### config.mk
export PLATFORM = sky130hd
export DESIGN_NAME = irq_sequencer_flat
export DESIGN_NICKNAME = d
export VERILOG_FILES = /design/src/rtl/irq_sequencer_if.sv /design/src/rtl/irq_sequencer.sv /design/src/flat_wrapper.sv
export SDC_FILE = /design/constraint.sdc
export NUM_CORES = 1
export LEC_CHECK = 0
export BUFFER_PORTS_ARGS = -buffer_cell sky130_fd_sc_hd__clkbuf_2
export CAP_MARGIN = 5
export CORE_ASPECT_RATIO = 1.1
export CORE_MARGIN = 4
export CORE_UTILIZATION = 35
export CTS_CLUSTER_DIAMETER = 100
export DETAILED_ROUTE_END_ITERATION = 7
export MAX_ROUTING_LAYER = met4
export PLACE_DENSITY = 0.61
export SLEW_MARGIN = 20
export SYNTH_ARGS = -nofsm -noshare
export SYNTH_HDL_FRONTEND = slang
export SYNTH_SLANG_ARGS = --single-unit
export TNS_END_PERCENT = 30
### constraint.sdc
create_clock -name clk -period 3.2 [get_ports clk]
set_clock_uncertainty 0.2 [all_clocks]
set_input_delay 0.64 -clock clk [delete_from_list [all_inputs] [get_ports clk]]
set_output_delay 0.64 -clock clk [all_outputs]
set_load 0.02 [all_outputs]
### src/rtl/irq_sequencer_if.sv
// Bus between the CPU/interrupt controller and irq_sequencer.
// The master modport drives the controller and pipeline inputs; the slave modport is the sequencer side.
interface irq_sequencer_if #(
   parameter int unsigned PC_W = 8
) ();
   logic            i_pending;
   logic [PC_W-1:0] vector;
   logic [1:0]      irq_id;
   logic            instr_done;
   logic [PC_W-1:0] pc_cur;
   logic            reti;
   logic            irq_enable;
   logic            pc_load;
   logic [PC_W-1:0] pc_next;
   logic [3:0]      ack;
   logic            stall;
   logic            in_service;
   logic [2:0]      depth;

   modport master (
      output i_pending, vector, irq_id, instr_done, pc_cur, reti,
      input  irq_enable, pc_load, pc_next, ack, stall, in_service, depth
   );

   modport slave (
      input  i_pending, vector, irq_id, instr_done, pc_cur, reti,
      output irq_enable, pc_load, pc_next, ack, stall, in_service, depth
   );
endinterface

### src/rtl/irq_sequencer.sv
// CPU-side interrupt entry/return sequencer with a return-address stack.
// NESTED_IRQ_EN enables priority-based nesting up to DEPTH levels; otherwise a single level is supported.
module irq_sequencer #(
   parameter int unsigned PC_W  = 8,
   parameter int unsigned DEPTH = 4
) (
   input logic            clk,
   input logic            clr,
   irq_sequencer_if.slave bus
);
   typedef struct packed {
      logic [PC_W-1:0] pc;
      logic [1:0]      id;
   } ret_entry_t;

   typedef enum logic [1:0] {S_RUN, S_ENTER, S_SERVICE, S_RETURN} state_t;

   state_t          r_state;
   logic [2:0]      r_depth;
   logic            r_pc_load;
   logic [PC_W-1:0] r_pc_next;
   logic [3:0]      r_ack;
   logic            r_stall;

   ret_entry_t      w_top;
   ret_entry_t      w_new;
   logic            w_ret;
   logic            w_take_nested;
   logic            w_push;

`ifdef NESTED_IRQ_EN
   localparam int unsigned IDX_W     = (DEPTH > 1) ? $clog2(DEPTH) : 1;
   localparam logic [2:0]  MAX_DEPTH = 3'(DEPTH);

   ret_entry_t r_stack [DEPTH];

   assign w_top = r_stack[IDX_W'(r_depth - 3'd1)];
   // Only a strictly higher-priority source may preempt the running ISR.
   assign w_take_nested = bus.instr_done && bus.i_pending && !w_ret &&
                          (r_depth < MAX_DEPTH) && (bus.irq_id > w_top.id);
`else
   localparam logic [2:0]  MAX_DEPTH = (DEPTH != 0) ? 3'd1 : 3'd0;

   ret_entry_t r_stack;

   assign w_top         = r_stack;
   assign w_take_nested = 1'b0;
`endif

   assign w_ret  = bus.instr_done && bus.reti;
   assign w_new  = '{pc: bus.pc_cur, id: bus.irq_id};
   assign w_push = ((r_state == S_RUN) && bus.instr_done && bus.i_pending) ||
                   ((r_state == S_SERVICE) && w_take_nested);

   // Sequencer state, registered strobes and depth counter
   always_ff @(posedge clk) begin
      if (clr) begin
         r_state   <= S_RUN;
         r_depth   <= 3'd0;
         r_pc_load <= 1'b0;
         r_pc_next <= '0;
         r_ack     <= 4'd0;
         r_stall   <= 1'b0;
      end else begin
         r_pc_load <= 1'b0;
         r_ack     <= 4'd0;
         r_stall   <= 1'b0;
         if (w_push) begin
            r_state   <= S_ENTER;
            r_depth   <= 3'(r_depth + 3'd1);
            r_pc_load <= 1'b1;
            r_pc_next <= bus.vector;
            r_ack     <= 4'(4'b0001 << bus.irq_id);
            r_stall   <= 1'b1;
         end else begin
            case (r_state)
               S_ENTER:   r_state <= S_SERVICE;
               S_SERVICE: begin
                  if (w_ret) begin
                     r_state   <= S_RETURN;
                     r_depth   <= 3'(r_depth - 3'd1);
                     r_pc_load <= 1'b1;
                     r_pc_next <= w_top.pc;
                     r_stall   <= 1'b1;
                  end
               end
               // r_depth already reflects the pop performed on entry to RETURN
               S_RETURN:  r_state <= (r_depth == 3'd0) ? S_RUN : S_SERVICE;
               default:   r_state <= S_RUN;
            endcase
         end
      end
   end

   // Return-address storage
`ifdef NESTED_IRQ_EN
   always_ff @(posedge clk) begin
      if (clr) begin
         for (int i = 0; i < int'(DEPTH); i++) r_stack[i] <= '0;
      end else if (w_push) begin
         r_stack[IDX_W'(r_depth)] <= w_new;
      end
   end
`else
   always_ff @(posedge clk) begin
      if (clr)         r_stack <= '0;
      else if (w_push) r_stack <= w_new;
   end
`endif

   assign bus.irq_enable = (r_state == S_RUN) ||
                           ((r_state == S_SERVICE) && (r_depth < MAX_DEPTH));
   assign bus.in_service = (r_depth != 3'd0);
   assign bus.depth      = r_depth;
   assign bus.pc_load    = r_pc_load;
   assign bus.pc_next    = r_pc_next;
   assign bus.ack        = r_ack;
   assign bus.stall      = r_stall;
endmodule
### src/flat_wrapper.sv
// flat-port wrapper written by rule: the top's interface ports become plain ports
module irq_sequencer_flat 
#(
   parameter int unsigned PC_W  = 8,
   parameter int unsigned DEPTH = 4
)
  (clk, clr, bus_i_pending, bus_vector, bus_irq_id, bus_instr_done, bus_pc_cur, bus_reti, bus_irq_enable, bus_pc_load, bus_pc_next, bus_ack, bus_stall, bus_in_service, bus_depth);
  irq_sequencer_if #(.PC_W(PC_W)) bus_i ();
  input logic clk;
  input logic clr;
  input wire logic [$bits(bus_i.i_pending)-1:0] bus_i_pending;
  input wire logic [$bits(bus_i.vector)-1:0] bus_vector;
  input wire logic [$bits(bus_i.irq_id)-1:0] bus_irq_id;
  input wire logic [$bits(bus_i.instr_done)-1:0] bus_instr_done;
  input wire logic [$bits(bus_i.pc_cur)-1:0] bus_pc_cur;
  input wire logic [$bits(bus_i.reti)-1:0] bus_reti;
  output wire logic [$bits(bus_i.irq_enable)-1:0] bus_irq_enable;
  output wire logic [$bits(bus_i.pc_load)-1:0] bus_pc_load;
  output wire logic [$bits(bus_i.pc_next)-1:0] bus_pc_next;
  output wire logic [$bits(bus_i.ack)-1:0] bus_ack;
  output wire logic [$bits(bus_i.stall)-1:0] bus_stall;
  output wire logic [$bits(bus_i.in_service)-1:0] bus_in_service;
  output wire logic [$bits(bus_i.depth)-1:0] bus_depth;
  assign bus_i.i_pending = bus_i_pending;
  assign bus_i.vector = bus_vector;
  assign bus_i.irq_id = bus_irq_id;
  assign bus_i.instr_done = bus_instr_done;
  assign bus_i.pc_cur = bus_pc_cur;
  assign bus_i.reti = bus_reti;
  assign bus_irq_enable = bus_i.irq_enable;
  assign bus_pc_load = bus_i.pc_load;
  assign bus_pc_next = bus_i.pc_next;
  assign bus_ack = bus_i.ack;
  assign bus_stall = bus_i.stall;
  assign bus_in_service = bus_i.in_service;
  assign bus_depth = bus_i.depth;
  irq_sequencer #(.PC_W(PC_W), .DEPTH(DEPTH)) u_core (.clk(clk), .clr(clr), .bus(bus_i));
endmodule
* Word level (Yosys, flattened, before mapping)
Index checks and enable logic that the tools add are counted.
** Word-level totals
- Output and inout bits :: 19
- Input port bits :: 23
- Bits in registers :: 26
** Operators by class
- $lt $le $gt $ge :: 1
- Bitwise operators :: 1
- Reductions and logical operators :: 13
- Equality and inequality tests :: 5
- $add $sub $neg :: 2
- Shift-type cells :: 1
- Muxes and demuxes :: 13
** Operators by type and width (count)
- $mux W8 :: 3
- $mux W3 :: 3
- $pmux W2 S3 :: 1
- $eq A2 B2 Y1 const B :: 2
- $logic_and A1 B1 Y1 :: 4
- $mux W1 :: 4
- $mux W2 :: 2
- $reduce_bool A2 Y1 :: 2
- $reduce_or A2 Y1 :: 2
- $shl A1 B2 Y4 const A :: 1
- $add A3 B1 Y3 const B :: 1
- $logic_not A3 Y1 :: 1
- $lt A3 B1 Y1 const B :: 1
- $ne A3 B1 Y1 const B :: 1
- $reduce_bool A3 Y1 :: 1
- $sub A3 B1 Y3 const B :: 1
- $eq A2 B1 Y1 const B :: 1
- $logic_not A2 Y1 :: 1
- $ne A2 B1 Y1 const B :: 1
- $reduce_and A2 Y1 :: 1
- $logic_or A1 B1 Y1 :: 1
- $not A1 Y1 :: 1

* Logic depth before layout (Yosys ltp)
Gate-level depths: netlist (run 1).
- Depth after elaboration :: 5
- Depth in mapped cells :: 6

* Worst setup path after synthesis (run 1)
OpenSTA, ideal clock, no wires.
- Kind :: register -> output
- Start point :: register u_core.r_depth[0] (netlist: u_core.bus.depth[0])
- End point :: output bus_irq_enable
- Arrival :: 1.137 ns
- Path slack :: 1.223 ns
- Required time :: 2.360 ns
- Cell stages (with the launch flop) :: 3
- Path buffers :: 0
- Cells stage by stage :: dfxtp_1 > or3_1 > a21oi_1
** Between the ends
- Word-level cells in the longest chain between the ends :: 3
** Ends and longest elaborated chain
- start: declaration :: RTL line irq_sequencer.sv:19 : logic [2:0] r_depth;
- start signal: assignment :: RTL line irq_sequencer.sv:70 : r_depth <= 3'(r_depth + 3'd1);
- start signal: assignment :: RTL line irq_sequencer.sv:81 : r_depth <= 3'(r_depth - 3'd1);
- $lt A3 B1 Y1 :: RTL line irq_sequencer.sv:112 : ((r_state == S_SERVICE) && (r_depth < MAX_DEPTH));
- $logic_and A1 B1 Y1 :: RTL line irq_sequencer.sv:112
- $logic_or A1 B1 Y1 :: RTL line irq_sequencer.sv:111 : assign bus.irq_enable = (r_state == S_RUN) ||
- end: declaration :: RTL line flat_wrapper.sv:17 : output wire logic [$bits(bus_i.irq_enable)-1:0] bus_irq_enable;
No other way between the ends.

* Worst setup path after layout (run 1)
Same ends and word-level chain as after synthesis.

==> results of run 1 <==
-- layer usage --
metal	track usage (%)	up-vias
li1	-	494
met1	15.24	454
met2	22.88	20
met3	1.938	5
met4	6.897	0
met5	-	-
-- metrics by stage --
step / instances / util, % / setup WS, ns / hold WS (ns) / total power [mW]
floorplan: 119 / - / 1.223 / 0.2360 / 0.4280
global placement: 185 / 42.48 / 0.9216 / 0.2436 / 0.4599
detailed placement: 185 / 42.48 / 0.8625 / 0.2516 / 0.4627
CTS: 189 / 43.69 / 0.9420 / 0.2698 / 0.6280
global route: 189 / 43.69 / 0.8806 / 0.2925 / 0.6529
finish: 189 / 43.69 / 0.9507 / 0.2717 / 0.6212
-- registers in the layout, indices dropped and copies added (netlist names) --
name                flops
u_core.bus.ack          4
u_core.bus.depth        3
u_core.bus.pc_load      1
u_core.bus.pc_next      8
u_core.r_stack          8
u_core.r_state          2
-- worst max-delay path, stage by stage, from the launching register on --
cell	delay, ns
dfxtp_1	0.38
or3_1	0.38
a21oi_1	0.14
clkbuf_2	0.18
-- cells by family (layout without fill, tap and decap cells) --
| logic type | after synthesis | count (layout) | share of synthesized area (%) |
|---|---|---|---|
| compound gates | 33 | 33 | 18.68 |
| fa+ha+maj | 3 | 3 | 3.417 |
| buf+inv | 11 | 47 | 6.378 |
| flops | 26 | 26 | 47.38 |
| mux | 3 | 3 | 2.961 |
| simple gates | 43 | 43 | 21.19 |
-- power by group through the flow --
stage / Clock, mW / Combinational, mW / Sequential (mW)
final: 0.167 / 0.104 / 0.351
after CTS: 0.172 / 0.105 / 0.351
after detailed placement: 0 / 0.104 / 0.358
after floorplan: 0 / 0.0603 / 0.368
after global placement: 0 / 0.102 / 0.357
after global routing: 0.183 / 0.116 / 0.354
-- layout make-up --
type,count,area share [%]
Tap cell,34,3.223
Sequential cell,26,39.43
Multi-Input combinational cell,82,38.48
Inverter,2,0.5687
Clock buffer,4,2.749
Timing Repair Buffer,41,15.54
-- path summary, 6_finish.rpt --
check	start	endpoint	slack, ns	cells past startpoint
setup / recovery	u_core.bus.depth[0]	bus_irq_enable	0.95	3
hold / removal	u_core.r_stack[8]	u_core.r_stack[8]	0.27	2
setup reg to reg	u_core.r_state[1]	u_core.bus.depth[2]	1.15	3
hold reg to reg	u_core.r_stack[8]	u_core.r_stack[8]	0.27	2
-- cell usage in the layout, fill, tap and decap left out, drive strengths merged --
cell / n
a22oi: 4
inv: 2
nand2b: 2
dfxtp: 26
and4b: 2
nor4b: 2
a311oi: 5
and2: 1
or3: 1
o41ai: 1
nand3: 1
nand4bb: 1
o21ai: 5
and4bb: 1
clkbuf: 45
nor2b: 2
mux2: 2
nor3: 2
ha: 3
mux2i: 1
nand4b: 1
nor2: 4
nand3b: 1
nand2: 21
nor4: 1
a21oi: 18
==> results.yml, run 1 <==
placement:
  hpwlAfterDp_um: 1904
  dpl_cell_area_um2: 1284
  place.gp.congestion: 0.7308
  port_buffers: 41
cells_and_area:
  antenna_cells: 0
  regArea_um2: 520.5
  nets: 182
  stdcell_area_um2: 1320
  drive_above_1_share_pct: 30.97
  syn2layout_area_growth_pct: 20.16
  num-fill-cells: 323
  multi_input_area_um2: 508.0
die:
  coreArea_um2: 3022
  row_count: 21
  ios: 42
  start_util_pct: 36.36
  die_x_um: 61.42
  dieArea_um2: 4100
  die_h_um: 66.76
setup_path:
  path_max_fanout: 5
  start_kind: "flip-flop"
  cp.required_ns: 2.36
  cp_data_arrival_time_ns: 1.41
  path_class: "reg -> out"
  endpoint_kind: "primary output"
routing:
  dr.pass1.iters: 4
  drc: 0
  wl_met3_um: 92
  wl_met2_um: 1283
  drt_iter0_drc: 36
  highest_layer: "met4"
  viasPerCell: 5.148
  antenna_left: 0
  routedWlPerCell_um: 13.53
  num_vias: 973
  wl_met1_um: 1124
  wirelength_um: 2557
cts:
  clockBufferDepth: 2
  cts_root_buf: "clkbuf_4"
  clock_latency_ns: 0.32
  cts_resized: 0
  cts_setup_buffers: 0
  cts.sinks: 26
  htree_levels: 1
  hold_buffers: 0
  cts.clk_slew.worst_paths_ns: 0.14
  cts_made_buffers: 3
  cts_tree: "done"
synthesis:
  synthesis.area_um2: 1099
  yosysSeqAreaShare_pct: 47.38
  yosys.area.top_type: "dfxtp_1"
  syn_inst: 119
  ys_warn_count: 0
  synth_area_leaders: "dfxtp_1, a21oi_1, nand2_1"
  synth.avg_cell_area_um2: 9.232
  synth.most_common_cell: "dfxtp_1"
  synthesis.nets: 145
  yosys_register_bits: 26
  synth_edf_count: 0
  synth_commonest_cells: "dfxtp_1, nand2_1, a21oi_1, a311oi_1, o21ai_0"
  synth-main-ff-cell: "dfxtp_1"
  synth_top_area_share_pct: 47.38
  synth-async-reset-ratio_pct: 0
  synth_cell_type_count: 31
global_routing:
  overflow: 0
  grt.total_usage_pct: 13.55
  grt_max_degree: 29
  antenna_found_initial: 0
  grt_pass1_vias: 945
  grt_pass1_wl_um: 4077
pwr:
  p_switching_mw: 0.1714
  power_density_nw_per_um2: 470.6
  internal_power_mw: 0.4498
  swShare_pct: 27.59
  clkPwrFrac_pct: 26.8
  leakage_nw: 0.5651
  ir_drop_mv: 0.1836
  p_comb_share_pct: 16.7
  seqPwrFrac_pct: 56.5
sta:
  fmax_ghz: 0.4446
  min_period_over_period_pct: 70.29
  tightest_slew_ns: 0.7240
  setup-violations-final: 0
  finalSetupTns_ns: 0
  period_minus_slack_ns: 2.249
  slew_headroom_pct: 51.73
  rsz0062_at_grt: "false"
  finalHoldViolCount: 0
  drv_slew: 0
run:
  cap_viol_max_count: 0
hold_path:
  hp-class: "reg -> reg"
status:
  status: "finished clean"
Power figures use the tool's default switching activity.
==> run 2, diff against run 1 <==
Settings changed: PLACE_DENSITY 0.61 to 0.64.
Clock period 3.2 ns to 1.9 ns, I/O delays scaled along.
==> results.yml, run 2 (synthesized netlist as in run 1, its figures left out) <==
status:
  status: "finished, violations left"
  violations: "setup timing"
die:
  row_count: 21
  ios: 42
  die_h_um: 66.76
  coreArea_um2: 3022
  dieArea_um2: 4100
  start_util_pct: 36.36
  die_x_um: 61.42
cells_and_area:
  stdcell_area_um2: 1375
  layout_common_cells: "clkbuf_2, dfxtp_1, nand2_1"
  final_common_cell: "clkbuf_2"
  instances_no_fill: 195
  nets: 188
  syn2layout_area_growth_pct: 25.17
  fin_util_pct: 45.51
  antenna_cells: 0
  drive_above_1_share_pct: 36.02
pwr:
  total_power_mw: 1.058
  p_comb_share_pct: 18.0
  swShare_pct: 27.36
  seqPwrFrac_pct: 55.9
  ir_drop_mv: 0.3813
  clkPwrFrac_pct: 26.1
  p_switching_mw: 0.2895
  leakage_nw: 0.5975
  power_density_nw_per_um2: 769.5
  internal_power_mw: 0.7687
cts:
  cts.sinks: 26
  cts_tree: "done"
  cts_made_buffers: 3
  clock_latency_ns: 0.31
  htree_levels: 1
  cts.clk_slew.worst_paths_ns: 0.14
  cts_root_buf: "clkbuf_4"
  clockBufferDepth: 2
global_routing:
  antenna_found_initial: 0
  grt_max_degree: 20
  grt_pass1_wl_um: 4298
  overflow: 0
  grt.total_usage_pct: 14.39
  grt_pass1_vias: 968
sta:
  rsz0062_at_grt: "true"
  min_period_over_period_pct: 100.5
  setup-violations-final: 1
  finalSetupTns_ns: -0.01020
  fmax_ghz: 0.5235
  worst_slack_ns: -0.01020
  tightest_slew_ns: 0.4577
  drv_slew: 0
  finalHoldViolCount: 0
  slew_headroom_pct: 69.43
  whs_ns: 0.05142
  period_minus_slack_ns: 1.910
routing:
  dr.pass1.iters: 4
  drt_iter0_drc: 24
  drc: 0
  viasPerCell: 5.128
  num_vias: 1000
  antenna_left: 0
  routedWlPerCell_um: 13.49
  wirelength_um: 2631
placement:
  dp.cells: 189
  port_buffers: 41
  place_ws_ns: 0.1965
  dpl_cell_area_um2: 1314
  place.gp.congestion: 0.8455
  hpwlAfterDp_um: 1978
hold_path:
  hp-start: "bus_irq_id[1]"
  hp-class: "in -> reg"
setup_path:
  path_max_fanout: 2
  path_class: "reg -> out"
  cp_data_arrival_time_ns: 1.33
  cp.required_ns: 1.32
  timing.critical_path.from: "u_core.bus.depth[2]"
  endpoint_kind: "primary output"
  start_kind: "flip-flop"
  r2r_start: "u_core.r_state[1]"
run:
  cap_viol_max_count: 0
-- run 2: changes by cell type in the layout (fill, tap and decap cells not counted) --
cell | previous run | this run
buf_4 | 0 | 7
dfxtp_2 | 0 | 3
dfxtp_1 | 26 | 23
a21oi_2 | 0 | 1
clkbuf_2 | 41 | 40
a21oi_1 | 18 | 17
-- run 2: what timing repair did --
item / in CTS / in global routing
gates cloned: 0 / 0
hold buffers: 0 / 0
endpoints found under the setup margin: 1 / 2
resized for setup: 3 / 3
pin swaps: 2 / 0
setup buffers: 2 / 0
-- run 2: area by class of cell --
cell class	count	area (um2)
fillers	305	1647
inverters	2	7.507
multi-input cells	82	511.7
repair buffers	47	252.7
well taps	34	42.54
clock buffers	4	36.28
flip-flops and latches	26	524.3
-- run 2: power by group through the flow --
stage	sequential, mW	clock (mW)	combinational, mW
2_1_floorplan	0.619	0	0.102
3_3_place_gp	0.602	0	0.181
3_5_place_dp	0.603	0	0.186
4_1_cts	0.591	0.284	0.191
5_1_grt	0.596	0.309	0.211
6_report	0.592	0.276	0.190
-- run 2: per-layer routing --
layer  vias to the layer above  part of all wire [%]  track usage, %
met5                         -                     0               -
met1                       461                    45           18.66
met4                         0                  0.72           4.775
li1                        510                     -               -
met3                         2                   5.2           2.907
met2                        27                    49           22.22
-- run 2: path summary, 6_finish.rpt --
check        slack, ns  depth (start not counted)                 to
min               0.05                          2  u_core.bus.ack[0]
max              -0.01                          3     bus_irq_enable
max reg2reg       0.22                          3  u_core.bus.ack[1]
min reg2reg       0.26                          2  u_core.r_stack[5]
-- run 2: worst max-delay path, stage by stage (launching register included) --
cell and delay, ns:
dfxtp_2 0.35, or3_1 0.38, a21oi_2 0.14, buf_4 0.15
